$ cat src/rtl/uart_tx_frame.sv
// UART transmitter: serializes one latched word per handshake, LSB first, one bit per CLK,
// framed as start / data / optional parity / stop, with registered TX_OUT and busy.
module uart_tx_frame #(
  parameter int DATA_WIDTH = 8
) (
  input  logic                  CLK,
  input  logic                  RST,
  input  logic [DATA_WIDTH-1:0] P_DATA,
  input  logic                  DATA_VALID,
  input  logic                  PAR_EN,
  input  logic                  PAR_TYP,
  output logic                  TX_OUT,
  output logic                  busy
);

  localparam int CNT_W = (DATA_WIDTH > 1) ? $clog2(DATA_WIDTH) : 1;
  localparam logic [CNT_W-1:0] LAST_BIT = CNT_W'(DATA_WIDTH - 1);

  typedef enum logic [2:0] {
    S_IDLE   = 3'd0,
    S_START  = 3'd1,
    S_DATA   = 3'd2,
    S_PARITY = 3'd3,
    S_STOP   = 3'd4
  } state_t;

  state_t                r_state;
  state_t                w_state_nxt;
  logic [CNT_W-1:0]      r_cnt;
  logic [CNT_W-1:0]      w_cnt_nxt;
  logic [DATA_WIDTH-1:0] r_data;
  logic                  r_par_en;
  logic                  r_par_bit;
  logic                  r_tx;
  logic                  r_busy;
  logic                  w_accept;
  logic                  w_tx_nxt;
  logic                  w_busy_nxt;

  // Even parity keeps the total count of ones even; odd parity flips that bit.
  function automatic logic parity_bit(input logic [DATA_WIDTH-1:0] data, input logic odd);
    return (^data) ^ odd;
  endfunction

  always_ff @(posedge CLK) begin
    if (RST) r_state <= S_IDLE;
    else     r_state <= w_state_nxt;
  end

  always_comb begin
    w_state_nxt = S_IDLE;
    w_cnt_nxt   = r_cnt;
    w_accept    = 1'b0;
    case (r_state)
      S_IDLE: begin
        if (DATA_VALID) begin
          w_accept    = 1'b1;
          w_state_nxt = S_START;
        end
      end
      S_START: begin
        w_cnt_nxt   = '0;
        w_state_nxt = S_DATA;
      end
      S_DATA: begin
        w_cnt_nxt = r_cnt + 1'b1;
        if (r_cnt == LAST_BIT) w_state_nxt = r_par_en ? S_PARITY : S_STOP;
        else                   w_state_nxt = S_DATA;
      end
      S_PARITY: w_state_nxt = S_STOP;
      S_STOP:   w_state_nxt = S_IDLE;
      default: begin
        w_cnt_nxt   = '0;
        w_state_nxt = S_IDLE;
      end
    endcase

    // Line value is chosen for the state being entered so the flop presents it for that whole cycle.
    w_tx_nxt   = 1'b1;
    w_busy_nxt = (w_state_nxt != S_IDLE);
    case (w_state_nxt)
      S_START:  w_tx_nxt = 1'b0;
      S_DATA:   w_tx_nxt = r_data[w_cnt_nxt];
      S_PARITY: w_tx_nxt = r_par_bit;
      default:  w_tx_nxt = 1'b1;
    endcase
  end

  always_ff @(posedge CLK) begin
    if (RST) begin
      r_cnt     <= '0;
      r_data    <= '0;
      r_par_en  <= 1'b0;
      r_par_bit <= 1'b0;
      r_tx      <= 1'b1;
      r_busy    <= 1'b0;
    end else begin
      r_cnt  <= w_cnt_nxt;
      r_tx   <= w_tx_nxt;
      r_busy <= w_busy_nxt;
      if (w_accept) begin
        r_data    <= P_DATA;
        r_par_en  <= PAR_EN;
        r_par_bit <= parity_bit(P_DATA, PAR_TYP);
      end
    end
  end

  assign TX_OUT = r_tx;
  assign busy   = r_busy;

endmodule

$ cat config.mk
export PLATFORM = sky130hd
export DESIGN_NAME = uart_tx_frame
export DESIGN_NICKNAME = d
export VERILOG_FILES = /design/src/rtl/uart_tx_frame.sv
export SDC_FILE = /design/constraint.sdc
export NUM_CORES = 1
export LEC_CHECK = 0
export BUFFER_PORTS_ARGS = -buffer_cell sky130_fd_sc_hd__buf_2
export CORE_MARGIN = 1.5
export CORE_UTILIZATION = 31
export DETAILED_ROUTE_END_ITERATION = 8
export SLEW_MARGIN = 20
export SYNTH_ARGS = -nofsm -noshare
export SYNTH_HDL_FRONTEND = slang
export SYNTH_SLANG_ARGS = --single-unit
$ cat constraint.sdc
create_clock -name CLK -period 2.6 [get_ports CLK]
set_input_delay 0.26 -clock CLK [delete_from_list [all_inputs] [get_ports CLK]]
set_output_delay 0.26 -clock CLK [all_outputs]
set_load 0.02 [all_outputs]
==> results of run 1 <==
[stage by stage]
| stage | setup slack (ps) | instances | instance area (sq um) | hold WS, ps |
|---|---|---|---|---|
| 4_1_cts | 722 | 165 | 1080 | 183 |
| 5_1_grt | 482 | 165 | 1080 | 203 |
| 2_1_floorplan | 903 | 119 | 960 | 396 |
| 6_report | 717 | 165 | 1080 | 189 |
| 3_3_place_gp | 801 | 161 | 1040 | 442 |
| 3_5_place_dp | 744 | 161 | 1040 | 455 |
[sequential cells by signal, indices dropped and copies added, names as in the netlist]
signal	count
TX_OUT	1
busy	1
r_cnt	3
r_data	8
r_par_bit	1
r_par_en	1
r_state	3
[worst max path at each step]
stage	slack [ps]	end	cells after the start
finish	720	TX_OUT$_SDFF_PP1_	8
global placement	800	TX_OUT$_SDFF_PP1_	8
CTS	720	TX_OUT$_SDFF_PP1_	8
floorplan	900	TX_OUT$_SDFF_PP1_	8
global route	480	TX_OUT$_SDFF_PP1_	8
detailed placement	740	TX_OUT$_SDFF_PP1_	8
[cell usage after synthesis (2+ instances only)]
cell / n
o21ai_0: 3
inv_1: 4
nand2b_1: 4
mux2i_1: 4
xor2_1: 3
dfxtp_1: 18
xnor2_1: 6
a22oi_1: 2
nor2_1: 8
buf_2: 2
nor3_1: 4
nand2_1: 24
a21oi_1: 16
nor2b_1: 2
ha_1: 2
[kinds of logic after synthesis]
family / count (synthesis) / synth area share [%]
AND/OR/NAND/NOR: 49 / 24.1
flip-flops: 18 / 37.5
adder cells (fa/ha/maj): 2 / 2.61
XOR/XNOR: 9 / 8.21
multiplexers: 4 / 4.17
AO/OA/AOI/OAI: 28 / 18.8
buffers and inverters: 9 / 4.56
[placed cells by master (no fill, tap or decap), types with 2 or more instances in the layout]
master / count
nand2_1: 24
dfxtp_1: 18
a21oi_1: 16
buf_2: 14
nor2_1: 8
xnor2_1: 6
inv_1: 4
mux2i_1: 4
nand2b_1: 4
nor3_1: 4
xor2_1: 3
o21ai_0: 3
clkbuf_4: 3
a22oi_1: 2
nor2b_1: 2
ha_1: 2
[metal layers]
layer,share of wire [%],wire [microns],vias to the layer above,global-route usage (%)
met1,44,882,401,15.1
li1,-,-,434,-
met2,50,987,22,23.0
met3,2.8,55,6,1.54
met5,0,0,-,0
met4,3.2,63,0,8.44
[worst min-delay path: cells and delay by family]
kind | cells | cell delay, ps
buf+inv | 1 | 90
simple gates | 1 | 50
compound gates | 1 | 50
[layout make-up]
cell class / instances / area (sq um) / share of cell area [%]
tap: 33 / 41.3 / 3.83
clock buffer: 4 / 36.3 / 3.36
timing repair buffer: 14 / 70.1 / 6.50
inverter: 4 / 15.0 / 1.39
sequential: 18 / 360 / 33.4
multi-input combinational: 92 / 556 / 51.5
[power breakdown]
group	total, uW	leakage, uW	switching, uW	internal [uW]
registers	314	0.000148	18.9	295
clock network	177	0.0000210	91.8	85.3
logic	122	0.000245	66.9	55.2
==> flow_metrics.env, run 1 <==
export IMPL_power_density_nw_per_um2=568
export IMPL_yosysWarnings=0
export IMPL_r2r_end="TX_OUT$_SDFF_PP1_"
export IMPL_min_period_ps=1880
export IMPL_fp_dieW_microns=58.6
export IMPL_postCtsSetupBuffers=0
export IMPL_outcome="completed"
export IMPL_wirelength_mm=1.99
export IMPL_clock_tree_root_cell="clkbuf_4"
export IMPL_hpwlAfterDp_mm=1.56
export IMPL_cts_sinks=18
export IMPL_rsz0062_at_grt="no"
export IMPL_min_to="r_par_en$_SDFFE_PP0N_"
export IMPL_gr_total_overflow=0
export IMPL_r2r_slack_ps=720
export IMPL_crit_buf_inv=0
export IMPL_fillers=331
export IMPL_p_total_uw=613
export IMPL_core_area_sq_um=3000
export IMPL_clk_pin_slew_ps=110
export IMPL_grt_pass1_wl_mm=3.48
export IMPL_yosys_most_used_dff="dfxtp_1"
export IMPL_finClkSkew_ps=9.09
export IMPL_vias=863
export IMPL_drtAntennaViolNets=0
export IMPL_cts_resized=0
export IMPL_relSlewSlack_pct=44.0
export IMPL_start_util_pct=32.0
export IMPL_required_ps=2750
export IMPL_slowest_stage="dfxtp_1"
export IMPL_critPathLaunch="r_cnt[0]$_SDFF_PP0_"
export IMPL_routedWlPerCell_microns=12.0
export IMPL_seq_area_frac_synth_pct=37.5
export IMPL_async_flop_share_pct=0
export IMPL_cts_buffers=3
export IMPL_crit_arrival_ps=2040
export IMPL_synth_area_leader_cell="dfxtp_1"
export IMPL_synth_net_count=134
export IMPL_worstSetupPathType="flop to flop"
export IMPL_die_area_sq_um=3440
export IMPL_rows=20
export IMPL_gp_congestion=0.812
export IMPL_synth_cell_type_count=32
export IMPL_clockBufferDepth=2
export IMPL_crit_fanout=5
export IMPL_worst_pin_slew_ps=837
export IMPL_synthCells=119
export IMPL_peakVddDrop_mv=0.228
export IMPL_crit_family="compound AO/OA/AOI/OAI gates"
export IMPL_ios=15
export IMPL_antenna_found_initial=0
export IMPL_fmax_mhz=531
export IMPL_drc=0
export IMPL_path_cells="ha_1, ha_1, mux2i_1, nor2_1, a21oi_1, nand2_1, o221ai_1, a41oi_2"
export IMPL_diodes=0
export IMPL_power_leakage_uw=0.000414
export IMPL_io_buffers=14
export IMPL_hold_class="input pin to flop"
export IMPL_viasPerCell=5.23
export IMPL_cp_start_kind="flop"
export IMPL_min_from="PAR_EN"
export IMPL_finalHoldViolations=0
export IMPL_max_stage_delay_ps=360
export IMPL_synth_top_area_share_pct=37.5
export IMPL_die_h_microns=58.6
export IMPL_maxSlewViolCount=0
export IMPL_finalCritPeriodShare_pct=72.4
export IMPL_drtIter0Drc=23
export IMPL_clk_latency_ps=300
export IMPL_cts_tree="done"
export IMPL_fin_nets=148
export IMPL_grt_pass1_vias=800
export IMPL_maxCapViolCount=0
export IMPL_track_usage_pct=13.2
export IMPL_holdBufCountCts=0
export IMPL_synth_seq_cells=18
export IMPL_reg2regPathDepth=8
export IMPL_synth_area_sq_um=960
export IMPL_drtPass1Iterations=4
export IMPL_reg2reg_from="r_cnt[0]$_SDFF_PP0_"
export IMPL_timing_critical_path_mode_cell="ha_1"
export IMPL_endpoint_kind="flop"
export IMPL_synth_area_leaders="dfxtp_1, nand2_1, a21oi_1, xnor2_1, mux2i_1"
export IMPL_avgSynthCellArea_sq_um=8.06
export IMPL_setup_tns_ps=0
export IMPL_syn_to_final_growth_pct=12.4
export IMPL_min_path_cells=3
export IMPL_layout_drive_gt1_share_pct=15.9
export IMPL_setup_viol=0
export IMPL_final_util_pct=35.9
export IMPL_synth_edf_count=0
export IMPL_cts_htree_levels=1
export IMPL_grt_start_max_net_pins=19
(Power assumes the default switching activity.)
==> run 2: changes to the inputs <==
==> constraint.sdc (replaced) <==
create_clock -name CLK -period 1.88 [get_ports CLK]
set_input_delay 0.188 -clock CLK [delete_from_list [all_inputs] [get_ports CLK]]
set_output_delay 0.188 -clock CLK [all_outputs]
set_load 0.02 [all_outputs]
==> flow_metrics.env, run 2 (synthesis gave the netlist of run 1 again) <==
export IMPL_maxCapViolCount=0
export IMPL_fin_nets=151
export IMPL_clk_latency_ps=300
export IMPL_finalHoldViolations=0
export IMPL_drc=0
export IMPL_fp_dieW_microns=58.6
export IMPL_crit_arrival_ps=1990
export IMPL_postCtsSetupBuffers=0
export IMPL_hold_class="input pin to flop"
export IMPL_p_total_uw=857
export IMPL_hold_slack_ps=123
export IMPL_endpoint_kind="flop"
export IMPL_drtPass1Iterations=4
export IMPL_routedWlPerCell_microns=12.6
export IMPL_hpwlAfterDp_mm=1.61
export IMPL_start_util_pct=32.0
export IMPL_syn_to_final_growth_pct=16.8
export IMPL_worstSetupPathType="flop to flop"
export IMPL_gr_total_overflow=0
export IMPL_crit_fanout=7
export IMPL_wirelength_mm=2.11
export IMPL_rsz0062_at_grt="no"
export IMPL_cts_sinks=18
export IMPL_clk_pin_slew_ps=100
export IMPL_cts_tree="done"
export IMPL_maxSlewViolCount=0
export IMPL_outcome="completed"
export IMPL_worst_pin_slew_ps=417
export IMPL_required_ps=2110
export IMPL_finClkSkew_ps=1.89
export IMPL_rows=20
export IMPL_clock_tree_root_cell="clkbuf_4"
export IMPL_drtAntennaViolNets=0
export IMPL_cts_htree_levels=1
export IMPL_peakVddDrop_mv=0.324
export IMPL_cts_buffers=3
export IMPL_viasPerCell=5.19
export IMPL_grt_pass1_vias=816
export IMPL_finalCritPeriodShare_pct=93.5
export IMPL_power_density_nw_per_um2=765
export IMPL_die_area_sq_um=3440
export IMPL_layout_drive_gt1_share_pct=20.7
export IMPL_track_usage_pct=13.8
export IMPL_antenna_found_initial=0
export IMPL_core_area_sq_um=3000
export IMPL_diodes=0
export IMPL_vias=872
export IMPL_io_buffers=14
export IMPL_cp_start_kind="flop"
export IMPL_min_period_ps=1760
export IMPL_fmax_mhz=569
export IMPL_biggestRegsByFlops="r_data: 8 flops, r_cnt: 3 flops, r_state: 3 flops"
export IMPL_largest_reg_flops=8
export IMPL_clockBufferDepth=2
export IMPL_relSlewSlack_pct=72.2
export IMPL_regMostFlops="r_data"
export IMPL_setup_viol=0
export IMPL_die_h_microns=58.6
export IMPL_grt_pass1_wl_mm=3.60
export IMPL_grt_start_max_net_pins=19
export IMPL_final_cell_mix="nand2_1, dfxtp_1, a21oi_1"
export IMPL_drtIter0Drc=9
export IMPL_power_leakage_uw=0.000433
export IMPL_gp_congestion=0.843
export IMPL_final_util_pct=37.3
export IMPL_ios=15
export IMPL_final_common_cell="nand2_1"
run 2: cell count changes in the layout (fill, tap and decap cells not counted), sizes merged:
cell | before | now
buf | 14 | 17
run 2: final timing paths:
| path | from | end | slack [ps] | depth (start not counted) |
|---|---|---|---|---|
| worst max-delay path | r_state[0]$_SDFF_PP0_ | TX_OUT$_SDFF_PP1_ | 120 | 6 |
| worst min register to register | r_data[3]$_SDFFE_PP0N_ | r_data[3]$_SDFFE_PP0N_ | 460 | 2 |
| worst min-delay path | PAR_EN | r_par_en$_SDFFE_PP0N_ | 120 | 3 |
| worst max register to register | r_state[0]$_SDFF_PP0_ | TX_OUT$_SDFF_PP1_ | 120 | 6 |
run 2: what timing repair did:
item / 4_1_cts / 5_1_grt
pin swaps: 0 / 1
gates cloned: 0 / 0
setup endpoints to repair: 1 / 1
hold buffers: 0 / 0
gates resized for setup: 1 / 4
run 2: report_power, final:
group	internal, uW	leakage (uW)	switching [uW]
sequential	407	0.000148	22.3
clock	118	0.0000210	124
combinational	82.1	0.000263	103
run 2: area by class of cell:
type / instances / area (sq um)
clock buffers: 4 / 36.3
fillers: 313 / 1880
inverters: 4 / 15.0
multi-input cells: 92 / 572
flip-flops and latches: 18 / 364
well taps: 33 / 41.3
repair buffers: 17 / 92.6
run 2: routing by layer:
layer,track usage (%),up-vias,wire length [microns]
li1,-,443,-
met2,23.9,29,1060
met5,0,-,0
met3,1.54,7,72
met1,16.7,393,914
met4,7.14,0,64
run 2: critical path, stage by stage (launching register included):
cell and delay (ps):
dfxtp_1 490, and2b_1 260, o21ai_0 350, a22oi_1 110, o21ai_0 140, o221ai_2 130
a41oi_2 200
run 2: through the flow:
| stage | cells | instance area (sq um) | worst slack, ps | TNS, ps |
|---|---|---|---|---|
| floorplan | 119 | 960 | 183 | 0 |
| global placement | 164 | 1060 | 100 | 0 |
| detailed placement | 164 | 1060 | -19.7 | -19.7 |
| CTS | 168 | 1100 | 66.7 | 0 |
| global route | 168 | 1120 | 6.42 | 0 |
| finish | 168 | 1120 | 122 | 0 |
==> run 3: changes to the inputs <==
--- a/config.mk
+++ b/config.mk
@@ -5,6 +5,7 @@
 export SDC_FILE = /design/constraint.sdc
 export NUM_CORES = 1
 export LEC_CHECK = 0
+export ABC_AREA = 1
 export BUFFER_PORTS_ARGS = -buffer_cell sky130_fd_sc_hd__buf_2
 export CORE_MARGIN = 1.5
 export CORE_UTILIZATION = 31
==> flow_metrics.env, run 3 <==
export IMPL_largest_reg_flops=8
export IMPL_yosysWarnings=0
export IMPL_setup_worst_path_end="TX_OUT$_SDFF_PP1_"
export IMPL_top_layer_used="met4"
export IMPL_final_common_cell="nor2_1"
export IMPL_synth_cell_type_count=22
export IMPL_endpoint_kind="flop"
export IMPL_start_util_pct=33.2
export IMPL_power_density_nw_per_um2=822
export IMPL_finalHoldViolations=0
export IMPL_peakVddDrop_mv=0.365
export IMPL_grt_pass1_vias=805
export IMPL_grt_pass1_wl_mm=3.24
export IMPL_slowest_stage="dfxtp_1"
export IMPL_setup_tns_ps=0
export IMPL_io_buffers=14
export IMPL_final_util_pct=37.8
export IMPL_synth_net_count=144
export IMPL_biggestRegsByFlops="r_data: 8 flops, r_cnt: 3 flops, r_state: 3 flops"
export IMPL_regMostFlops="r_data"
export IMPL_max_stage_delay_ps=350
export IMPL_rows=19
export IMPL_seq_area_frac_synth_pct=39.1
export IMPL_crit_fanout=3
export IMPL_hpwlAfterDp_mm=1.45
export IMPL_crit_buf_inv=0
export IMPL_min_period_ps=1430
export IMPL_hold_class="input pin to flop"
export IMPL_syn_to_final_growth_pct=14.0
export IMPL_worst_pin_slew_ps=314
export IMPL_fp_dieW_microns=57.5
export IMPL_drtAntennaViolNets=0
export IMPL_finClkSkew_ps=8.85
export IMPL_final_cell_mix="nor2_1, dfxtp_1, nand2_1"
export IMPL_core_area_sq_um=2780
export IMPL_outcome="completed"
export IMPL_r2r_slack_ps=450
export IMPL_critPathLaunch="r_cnt[0]$_SDFF_PP0_"
export IMPL_holdBufCountCts=0
export IMPL_crit_family="adder cells"
export IMPL_gp_congestion=0.846
export IMPL_finalCritPeriodShare_pct=75.9
export IMPL_synth_most_common_cell="nor2_1"
export IMPL_clk_pin_slew_ps=110
export IMPL_r2r_end="TX_OUT$_SDFF_PP1_"
export IMPL_clock_tree_root_cell="clkbuf_4"
export IMPL_drtIter0Drc=18
export IMPL_synth_edf_count=0
export IMPL_cts_buffers=3
export IMPL_drc=0
export IMPL_die_h_microns=57.5
export IMPL_crit_arrival_ps=1640
export IMPL_drtPass1Iterations=4
export IMPL_synth_area_sq_um=922
export IMPL_clk_latency_ps=310
export IMPL_setup_viol=0
export IMPL_ios=15
export IMPL_maxSlewViolCount=0
export IMPL_drt_met1_wl_microns=864
export IMPL_synth_area_leader_cell="dfxtp_1"
export IMPL_diodes=0
export IMPL_min_path_cells=3
export IMPL_route_met3_wl_microns=67
export IMPL_async_flop_share_pct=0
export IMPL_yosys_most_used_dff="dfxtp_1"
export IMPL_track_usage_pct=12.5
export IMPL_synth_seq_cells=18
export IMPL_cts_tree="done"
export IMPL_path_cells="ha_1, ha_1, a22oi_1, nand2_1, nand3_1, nand3_1"
export IMPL_power_leakage_uw=0.000490
export IMPL_p_total_uw=864
export IMPL_fmax_mhz=701
export IMPL_path_depth=6
export IMPL_routedWlPerCell_microns=10.6
export IMPL_gr_total_overflow=0
export IMPL_cp_start_kind="flop"
export IMPL_layout_drive_gt1_share_pct=19.4
export IMPL_wl_met2_microns=858
export IMPL_reg2reg_from="r_cnt[0]$_SDFF_PP0_"
export IMPL_yosys_top_cells_count="nor2_1, dfxtp_1, nand2_1"
export IMPL_cts_sinks=18
export IMPL_rsz0062_at_grt="no"
export IMPL_wirelength_mm=1.85
export IMPL_synthCells=129
export IMPL_postCtsSetupBuffers=0
export IMPL_cts_htree_levels=1
export IMPL_viasPerCell=4.64
export IMPL_required_ps=2090
export IMPL_synth_top_area_share_pct=39.1
export IMPL_synth_area_leaders="dfxtp_1, nor2_1, nand2_1, nand3_1, o21ai_0"
export IMPL_die_area_sq_um=3310
export IMPL_maxCapViolCount=0
export IMPL_fin_nets=160
export IMPL_avgSynthCellArea_sq_um=7.15
export IMPL_cts_resized=0
export IMPL_grt_start_max_net_pins=12
export IMPL_clockBufferDepth=2
export IMPL_antenna_found_initial=0
export IMPL_fillers=286
export IMPL_relSlewSlack_pct=79.1
export IMPL_vias=812
export IMPL_reg2regPathDepth=6
export IMPL_worstSetupPathType="flop to flop"
==> run 3: cell types whose count changed after synthesis, sizes merged, moves of 4 or more <==
cell / before / now
nor2: 8 / 26
nand3: 1 / 15
a21oi: 16 / 3
inv: 4 / 15
o21ai: 3 / 12
mux2i: 4 / 0
nand2b: 4 / 0
==> run 3: how the worst min path moves through the flow <==
stage                             endpoint  slack (ps)  startpoint
floorplan           r_data[0]$_SDFFE_PP0N_         350   P_DATA[0]
global placement     r_par_en$_SDFFE_PP0N_         440      PAR_EN
detailed placement   r_par_en$_SDFFE_PP0N_         440      PAR_EN
CTS                  r_par_en$_SDFFE_PP0N_         120      PAR_EN
global route         r_par_en$_SDFFE_PP0N_         160      PAR_EN
finish               r_par_en$_SDFFE_PP0N_         120      PAR_EN
==> run 3: final cells by class <==
| cell class | count | area [sq um] | share of cell area, % |
|---|---|---|---|
| multi-input cells | 92 | 482 | 45.8 |
| clock buffers | 4 | 36.3 | 3.45 |
| well taps | 31 | 38.8 | 3.69 |
| inverters | 15 | 56.3 | 5.36 |
| flip-flops and latches | 18 | 360 | 34.3 |
| repair buffers | 15 | 77.6 | 7.38 |
==> run 3: power by group <==
| group | internal [uW] | switching, uW |
|---|---|---|
| Clock | 118 | 131 |
| Sequential | 413 | 18.2 |
| Combinational | 71.9 | 111 |
==> run 3: per-stage QoR <==
stage	hold WS, ps	setup WS [ps]	cells	cell area [sq um]
CTS	118	454	175	1050
finish	117	453	175	1050
global placement	440	518	171	1010
detailed placement	443	470	171	1010
global route	157	250	175	1050
floorplan	351	557	129	922
==> run 3: routing by layer <==
metal,track usage [%],vias up
met3,0.907,5
met5,0,-
met4,9.63,0
met1,15.3,350
met2,20.3,18
li1,-,439
==> run 3: cell families after synthesis <==
kind of cell	Yosys count	share of synthesized area (%)
simple gates	69	35.4
flops	18	39.1
xor+xnor	5	4.75
buf+inv	19	8.68
fa+ha+maj	2	2.71
compound gates	16	9.36
==> run 3: worst reg2reg max path, delay by kind of cell, from the launching register on <==
kind                     cells  cell delay [ps]
AND/OR/NAND/NOR              3              230
AO/OA/AOI/OAI                1              270
flip-flops                   1              350
adder cells (fa/ha/maj)      2              470
